===== config.mk =====
export PLATFORM = sky130hd
export DESIGN_NAME = uart_tx_fsm
export DESIGN_NICKNAME = d
export VERILOG_FILES = /design/src/rtl/uart_tx_fsm.sv
export SDC_FILE = /design/constraint.sdc
export NUM_CORES = 1
export LEC_CHECK = 0
export CAP_MARGIN = 15
export CORE_ASPECT_RATIO = 1.4
export CORE_MARGIN = 1
export CORE_UTILIZATION = 47
export DETAILED_ROUTE_END_ITERATION = 6
export PLACE_DENSITY = 0.75
export SYNTH_ARGS = -nofsm -noshare
export SYNTH_HDL_FRONTEND = slang
export SYNTH_SLANG_ARGS = --single-unit

===== constraint.sdc =====
create_clock -name PCLK -period 2 [get_ports PCLK]
set_clock_uncertainty 0.1 [all_clocks]
set_input_delay 0.6 -clock PCLK [delete_from_list [all_inputs] [get_ports PCLK]]
set_output_delay 0.6 -clock PCLK [all_outputs]
set_load 0.005 [all_outputs]

===== src/rtl/uart_tx_fsm.sv =====
// -----------------------------------------------------------------------------
// uart_tx_fsm
//
// Serial transmit engine of the UART. Pops one character at a time from the
// TX FIFO, frames it (start bit, 5..8 data bits LSB first, optional even/odd
// parity, one or two stop bits) and drives the TXD line. Every state change,
// TXD update and FIFO pop happens only on a PCLK edge where baud_tick is high.
//
// Optional feature macro: UART_TX_BREAK_EN
//   Defined   -> adds the tx_break input and a BREAK state that holds TXD low
//                for as long as tx_break is high, then sends one stop bit of
//                mark before returning to IDLE.
//   Undefined -> no tx_break port, no BREAK state.
//
// Ports
//   PCLK                 in   system clock, rising edge
//   PRESET               in   synchronous active-high reset
//   baud_tick            in   one-PCLK enable per bit time
//   TXen                 in   transmit enable; gates new pops only
//   parity_bit_mode      in   1 = insert a parity bit
//   parity_odd           in   1 = odd parity, 0 = even parity
//   stop_bit_twice       in   1 = two stop bits
//   number_data_transmit in   data bits per character (clamped to 5..8)
//   tx_fifo_empty        in   TX FIFO empty flag
//   tx_fifo_data         in   TX FIFO head word (first-word-fall-through)
//   tx_break             in   break request (UART_TX_BREAK_EN only)
//   tx_fifo_pop          out  one-cycle pop strobe to the TX FIFO
//   TXD                  out  registered serial line, idle high
//   tx_busy              out  high whenever the FSM is not in IDLE
//   tx_done              out  one-cycle pulse on the tick that ends a frame
// -----------------------------------------------------------------------------
module uart_tx_fsm (
    input  logic       PCLK,
    input  logic       PRESET,
    input  logic       baud_tick,
    input  logic       TXen,
    input  logic       parity_bit_mode,
    input  logic       parity_odd,
    input  logic       stop_bit_twice,
    input  logic [3:0] number_data_transmit,
    input  logic       tx_fifo_empty,
    input  logic [7:0] tx_fifo_data,
`ifdef UART_TX_BREAK_EN
    input  logic       tx_break,
`endif
    output logic       tx_fifo_pop,
    output logic       TXD,
    output logic       tx_busy,
    output logic       tx_done
);

    typedef enum logic [2:0] {
        S_IDLE   = 3'd0,
        S_START  = 3'd1,
        S_DATA   = 3'd2,
        S_PARITY = 3'd3,
        S_STOP_0 = 3'd4,
        S_STOP_1 = 3'd5
`ifdef UART_TX_BREAK_EN
        ,
        S_BREAK  = 3'd6
`endif
    } state_t;

    state_t     state;
    logic [7:0] shift_reg;   // remaining data bits, LSB is the next to send
    logic [2:0] bit_cnt;     // index of the data bit currently on the line
    logic [2:0] last_idx;    // index of the last data bit of this frame
    logic       par_en_l;    // latched parity_bit_mode
    logic       par_bit_l;   // parity bit precomputed at the latch
    logic       stop2_l;     // latched stop_bit_twice

    logic brk_req;           // break request seen in IDLE
    logic brk_stop;          // current STOP_0 is the mark after a break

`ifdef UART_TX_BREAK_EN
    logic brk_mark;          // set while the post-break stop bit is on the line
    assign brk_req  = tx_break;
    assign brk_stop = brk_mark;
`else
    assign brk_req  = 1'b0;
    assign brk_stop = 1'b0;
`endif

    // Clamp the requested character length to 5..8 and return the index of
    // the last data bit (4..7), which is what the data counter compares to.
    function automatic logic [2:0] clamp_last(input logic [3:0] n);
        logic [2:0] r;
        if (n < 4'd5) begin
            r = 3'd4;
        end else if (n > 4'd8) begin
            r = 3'd7;
        end else begin
            r = n[2:0] - 3'd1;   // n = 8 wraps n[2:0] to 0, giving 7
        end
        return r;
    endfunction

    // Parity over the data bits that will actually be sent; bits above the
    // character length do not contribute.
    function automatic logic calc_parity(input logic [7:0] d,
                                         input logic [2:0] last,
                                         input logic       odd);
        logic p;
        p = odd;
        for (int i = 0; i < 8; i++) begin
            if (i <= int'(last)) begin
                p = p ^ d[i];
            end
        end
        return p;
    endfunction

    // FIFO handshake: the FIFO presents its head word on tx_fifo_data whenever
    // tx_fifo_empty is low (valid = ~tx_fifo_empty). tx_fifo_pop acts as the
    // ready/accept strobe: the word is consumed on the PCLK edge where
    // tx_fifo_pop is high, and the FSM latches tx_fifo_data on that same edge.
    // A pop is only offered on a baud tick, in IDLE or at the end of a frame.
    logic can_pop;
    logic frame_end;
    logic idle_pop;

    assign can_pop   = baud_tick & ~PRESET & TXen & ~tx_fifo_empty;

    // Leaving the last stop bit of a real character (not the mark that
    // follows a break).
    assign frame_end = baud_tick & ~PRESET &
                       (((state == S_STOP_0) & ~stop2_l & ~brk_stop) |
                        (state == S_STOP_1));

    // A pending break wins over a pop in IDLE.
    assign idle_pop  = (state == S_IDLE) & can_pop & ~brk_req;

    assign tx_fifo_pop = idle_pop | (frame_end & can_pop);
    assign tx_done     = frame_end;
    assign tx_busy     = (state != S_IDLE);

    always_ff @(posedge PCLK) begin
        if (PRESET) begin
            state     <= S_IDLE;
            TXD       <= 1'b1;
            shift_reg <= 8'd0;
            bit_cnt   <= 3'd0;
            last_idx  <= 3'd0;
            par_en_l  <= 1'b0;
            par_bit_l <= 1'b0;
            stop2_l   <= 1'b0;
`ifdef UART_TX_BREAK_EN
            brk_mark  <= 1'b0;
`endif
        end else if (baud_tick) begin
            if (tx_fifo_pop) begin
                // New character: latch data and the whole frame setup, so
                // configuration changes mid-frame have no effect.
                shift_reg <= tx_fifo_data;
                bit_cnt   <= 3'd0;
                last_idx  <= clamp_last(number_data_transmit);
                par_en_l  <= parity_bit_mode;
                par_bit_l <= calc_parity(tx_fifo_data,
                                         clamp_last(number_data_transmit),
                                         parity_odd);
                stop2_l   <= stop_bit_twice;
                state     <= S_START;
                TXD       <= 1'b0;
            end else begin
                case (state)
                    S_IDLE: begin
                        TXD <= 1'b1;
`ifdef UART_TX_BREAK_EN
                        if (tx_break) begin
                            state <= S_BREAK;
                            TXD   <= 1'b0;
                        end
`endif
                    end

                    S_START: begin
                        TXD       <= shift_reg[0];
                        shift_reg <= shift_reg >> 1;
                        bit_cnt   <= 3'd0;
                        state     <= S_DATA;
                    end

                    S_DATA: begin
                        if (bit_cnt == last_idx) begin
                            if (par_en_l) begin
                                state <= S_PARITY;
                                TXD   <= par_bit_l;
                            end else begin
                                state <= S_STOP_0;
                                TXD   <= 1'b1;
                            end
                        end else begin
                            TXD       <= shift_reg[0];
                            shift_reg <= shift_reg >> 1;
                            bit_cnt   <= bit_cnt + 3'd1;
                        end
                    end

                    S_PARITY: begin
                        state <= S_STOP_0;
                        TXD   <= 1'b1;
                    end

                    S_STOP_0: begin
                        TXD <= 1'b1;
`ifdef UART_TX_BREAK_EN
                        if (brk_mark) begin
                            brk_mark <= 1'b0;
                            state    <= S_IDLE;
                        end else
`endif
                        if (stop2_l) begin
                            state <= S_STOP_1;
                        end else begin
                            state <= S_IDLE;
                        end
                    end

                    S_STOP_1: begin
                        TXD   <= 1'b1;
                        state <= S_IDLE;
                    end

`ifdef UART_TX_BREAK_EN
                    S_BREAK: begin
                        if (tx_break) begin
                            TXD <= 1'b0;
                        end else begin
                            // Release: one stop bit of mark, then IDLE.
                            TXD      <= 1'b1;
                            brk_mark <= 1'b1;
                            state    <= S_STOP_0;
                        end
                    end
`endif

                    default: begin
                        TXD   <= 1'b1;
                        state <= S_IDLE;
                    end
                endcase
            end
        end
    end

endmodule


==> impl_metrics.tcl <==
set metrics [dict create \
    drive_above_1_share_pct 39.9 \
    dp_worst_setup_slack_ns -0.827 \
    period_share_pct 98.6 \
    path_delay_family "compound AO/OA/AOI/OAI gates" \
    placed_area_um2 1860 \
    worstPathMaxFanout 4 \
    synthFlopType "dfxtp_1" \
    hold_viol_final 0 \
    grt_first_pass_wirelength_mm 6.20 \
    synthTopCellsByArea "dfxtp_1 (30%), mux2i_1 (7.1%), nand2_1 (5.3%), mux2_2 (4.0%), nor2_1 (3.5%)" \
    hp-class "register to register" \
    dp_hpwl_mm 2.82 \
    hold_ws_ns 0.366 \
    worstSkewPairLatency_ns 0.27 \
    maxCapViolCount 0 \
    design_area_um2 2040 \
    ys_types 52 \
    ys_seq_elements 21 \
    required_ns 2.09 \
    start_kind "input pin" \
    drtIter0Drc 36 \
    die_h_um 66.8 \
    critPathKind "input pin to register" \
    clkTransAtPathRegs_ns 0.08 \
    start_util_pct 49.4 \
    drc_errors 0 \
    tritoncts "done" \
    synth_nets 180 \
    fp-row-count 23 \
    final_common_cell "buf_4" \
    clock_sinks 21 \
    final.setup.tns_ns 0 \
    peakVddDrop_uv 445 \
    ios 24 \
    ys_seq_area_share_pct 29.9 \
    yosysTopAreaCellShare_pct 29.9 \
    cts_made_buffers 3 \
    dieArea_um2 3220 \
    ys_async_sr_fraction_pct 0 \
    gr-total-overflow 0 \
    max_freq_ghz 0.507 \
    cp_slowest_cell "ha_4" \
    finalMaxSlewViolations 0 \
    crit_chain "dlygate4sd2_1 -> inv_2 -> ha_4 -> nor3_2 -> o211ai_1 -> o2111ai_2 -> o211a_1 -> o31ai_2" \
    final_cells 250 \
    layout_common_cells "buf_4 (32), nand2_1 (20), dfxtp_1 (17)" \
    synth_cells 158 \
    worst_slack_ns 0.0290 \
    portBuffers 23 \
    leakagePower_nw 0.960 \
    first_global_vias 1359 \
    dp.cells 238 \
    cts_max_level 1 \
    synth-edff-count 0 \
    vias 1368 \
    crit_arrival_ns 2.06 \
    min_period_ns 1.97 \
    clockBufferDepth 2 \
    setup_viol 0 \
    rsz0062_at_grt "yes" \
    antenna_left 0 \
    slew_headroom_pct 75.6 \
    yosysTopAreaCell "dfxtp_1" \
    netlist_area_um2 1410 \
    yosys_warnings 0 \
    syn_area_per_cell_um2 8.91 \
    holdBufCountCts 0 \
    drt_first_pass_iters 4 \
    place.gp.congestion 0.823 \
    power_density_nw_per_um2 463 \
    antennaDiodeCount 0 \
    fin_nets 236 \
    outcome "finished, final reports clean" \
    grt_max_degree 19 \
    cp_slowest_stage_delay_ns 0.29 \
    grt_usage_pct 27.5 \
    antenna_found_initial 0 \
    syn_to_final_growth_pct 44.6 \
    wl_per_cell_um 15.3 \
    cts_root_buf "clkbuf_8" \
    core_um2 2850 \
    die_w_um 48.3 \
    via_per_inst 5.47 \
    worstSetupEndpointType "register" \
    path_buf_inv 2 \
    worst_slew_pin_slew_ns 0.357 \
    largest_reg_flops 8 \
    routed_wirelength_mm 3.81 \
]
[worst paths after layout]
path / from / to / slack [ns] / cells after the start
hold / removal: shift_reg[4]$_SDFFE_PP0P_ / shift_reg[4]$_SDFFE_PP0P_ / 0.37 / 2
setup / recovery: number_data_transmit[1] / par_bit_l$_SDFFE_PP0P_ / 0.03 / 8
setup reg to reg: last_idx[0]$_SDFFE_PP0P_ / bit_cnt[0]$_SDFFE_PP0P_ / 0.06 / 6
hold reg to reg: shift_reg[4]$_SDFFE_PP0P_ / shift_reg[4]$_SDFFE_PP0P_ / 0.37 / 2
[worst reg2reg max path, cell delays in order, from the launching register on]
cell	delay (ns)
dfxtp_1	0.34
xor2_1	0.20
o311ai_2	0.35
a21oi_2	0.10
o31ai_2	0.22
buf_4	0.20
mux2_2	0.34
[what timing repair did]
action / in CTS / in global routing
endpoints found under the hold margin: 0 / 0
pin swaps: 14 / 11
resized for setup: 50 / 12
setup endpoints to repair: 17 / 8
buffers inserted: 6 / 2
gates cloned: 0 / 0
[synth_stat cells (2+ instances only)]
master	instances
dfxtp_1	21
nand2_1	20
nor2_1	13
mux2i_1	10
a21oi_1	7
inv_1	7
nand3_1	6
mux2_2	5
nor3_1	5
a21o_1	3
buf_6	3
clkbuf_1	3
mux2_4	3
nand2b_1	3
xnor2_1	3
xor2_1	3
a211oi_1	2
a32o_2	2
ha_1	2
nand3b_1	2
o21ai_0	2
o21bai_1	2
o31ai_1	2
[kinds of logic (layout without fill, tap and decap cells)]
logic type	Yosys count	in the layout	share of synthesized area (%)
simple gates	59	59	21.7
compound gates	35	35	20.4
flops	21	21	29.9
mux	18	18	14.3
buf+inv	16	71	6.58
xor+xnor	7	7	5.33
fa+ha+maj	2	2	1.78
[layout make-up]
type / instances / area (µm²)
Timing Repair Buffer: 58 / 495
Inverter: 9 / 36.3
Multi-Input combinational cell: 121 / 983
Tap cell: 37 / 46.3
Sequential cell: 21 / 428
Clock buffer: 3 / 41.3
Fill cell: 222 / 813
Clock inverter: 1 / 5.00
[metrics by stage]
stage / utilization (%) / total power, mW
floorplan: - / 0.540
global placement: 65.4 / 0.623
detailed placement: 65.4 / 0.631
CTS: 69.7 / 0.932
global route: 71.5 / 0.987
finish: 71.5 / 0.943
[power breakdown]
group | switching [mW] | total (mW) | leakage [nW] | internal (mW)
Combinational | 0.0996 | 0.226 | 0.762 | 0.127
Sequential | 0.00561 | 0.429 | 0.172 | 0.423
Clock | 0.148 | 0.287 | 0.0255 | 0.139
[per-layer routing]
layer / wire length, µm / GRT usage (%)
met1: 1490 / 32.0
met2: 2180 / 47.5
met3: 85 / 3.79
met4: 60 / 10.8
met5: 0 / 0
Note: power is estimated with default switching activity, not from simulation.
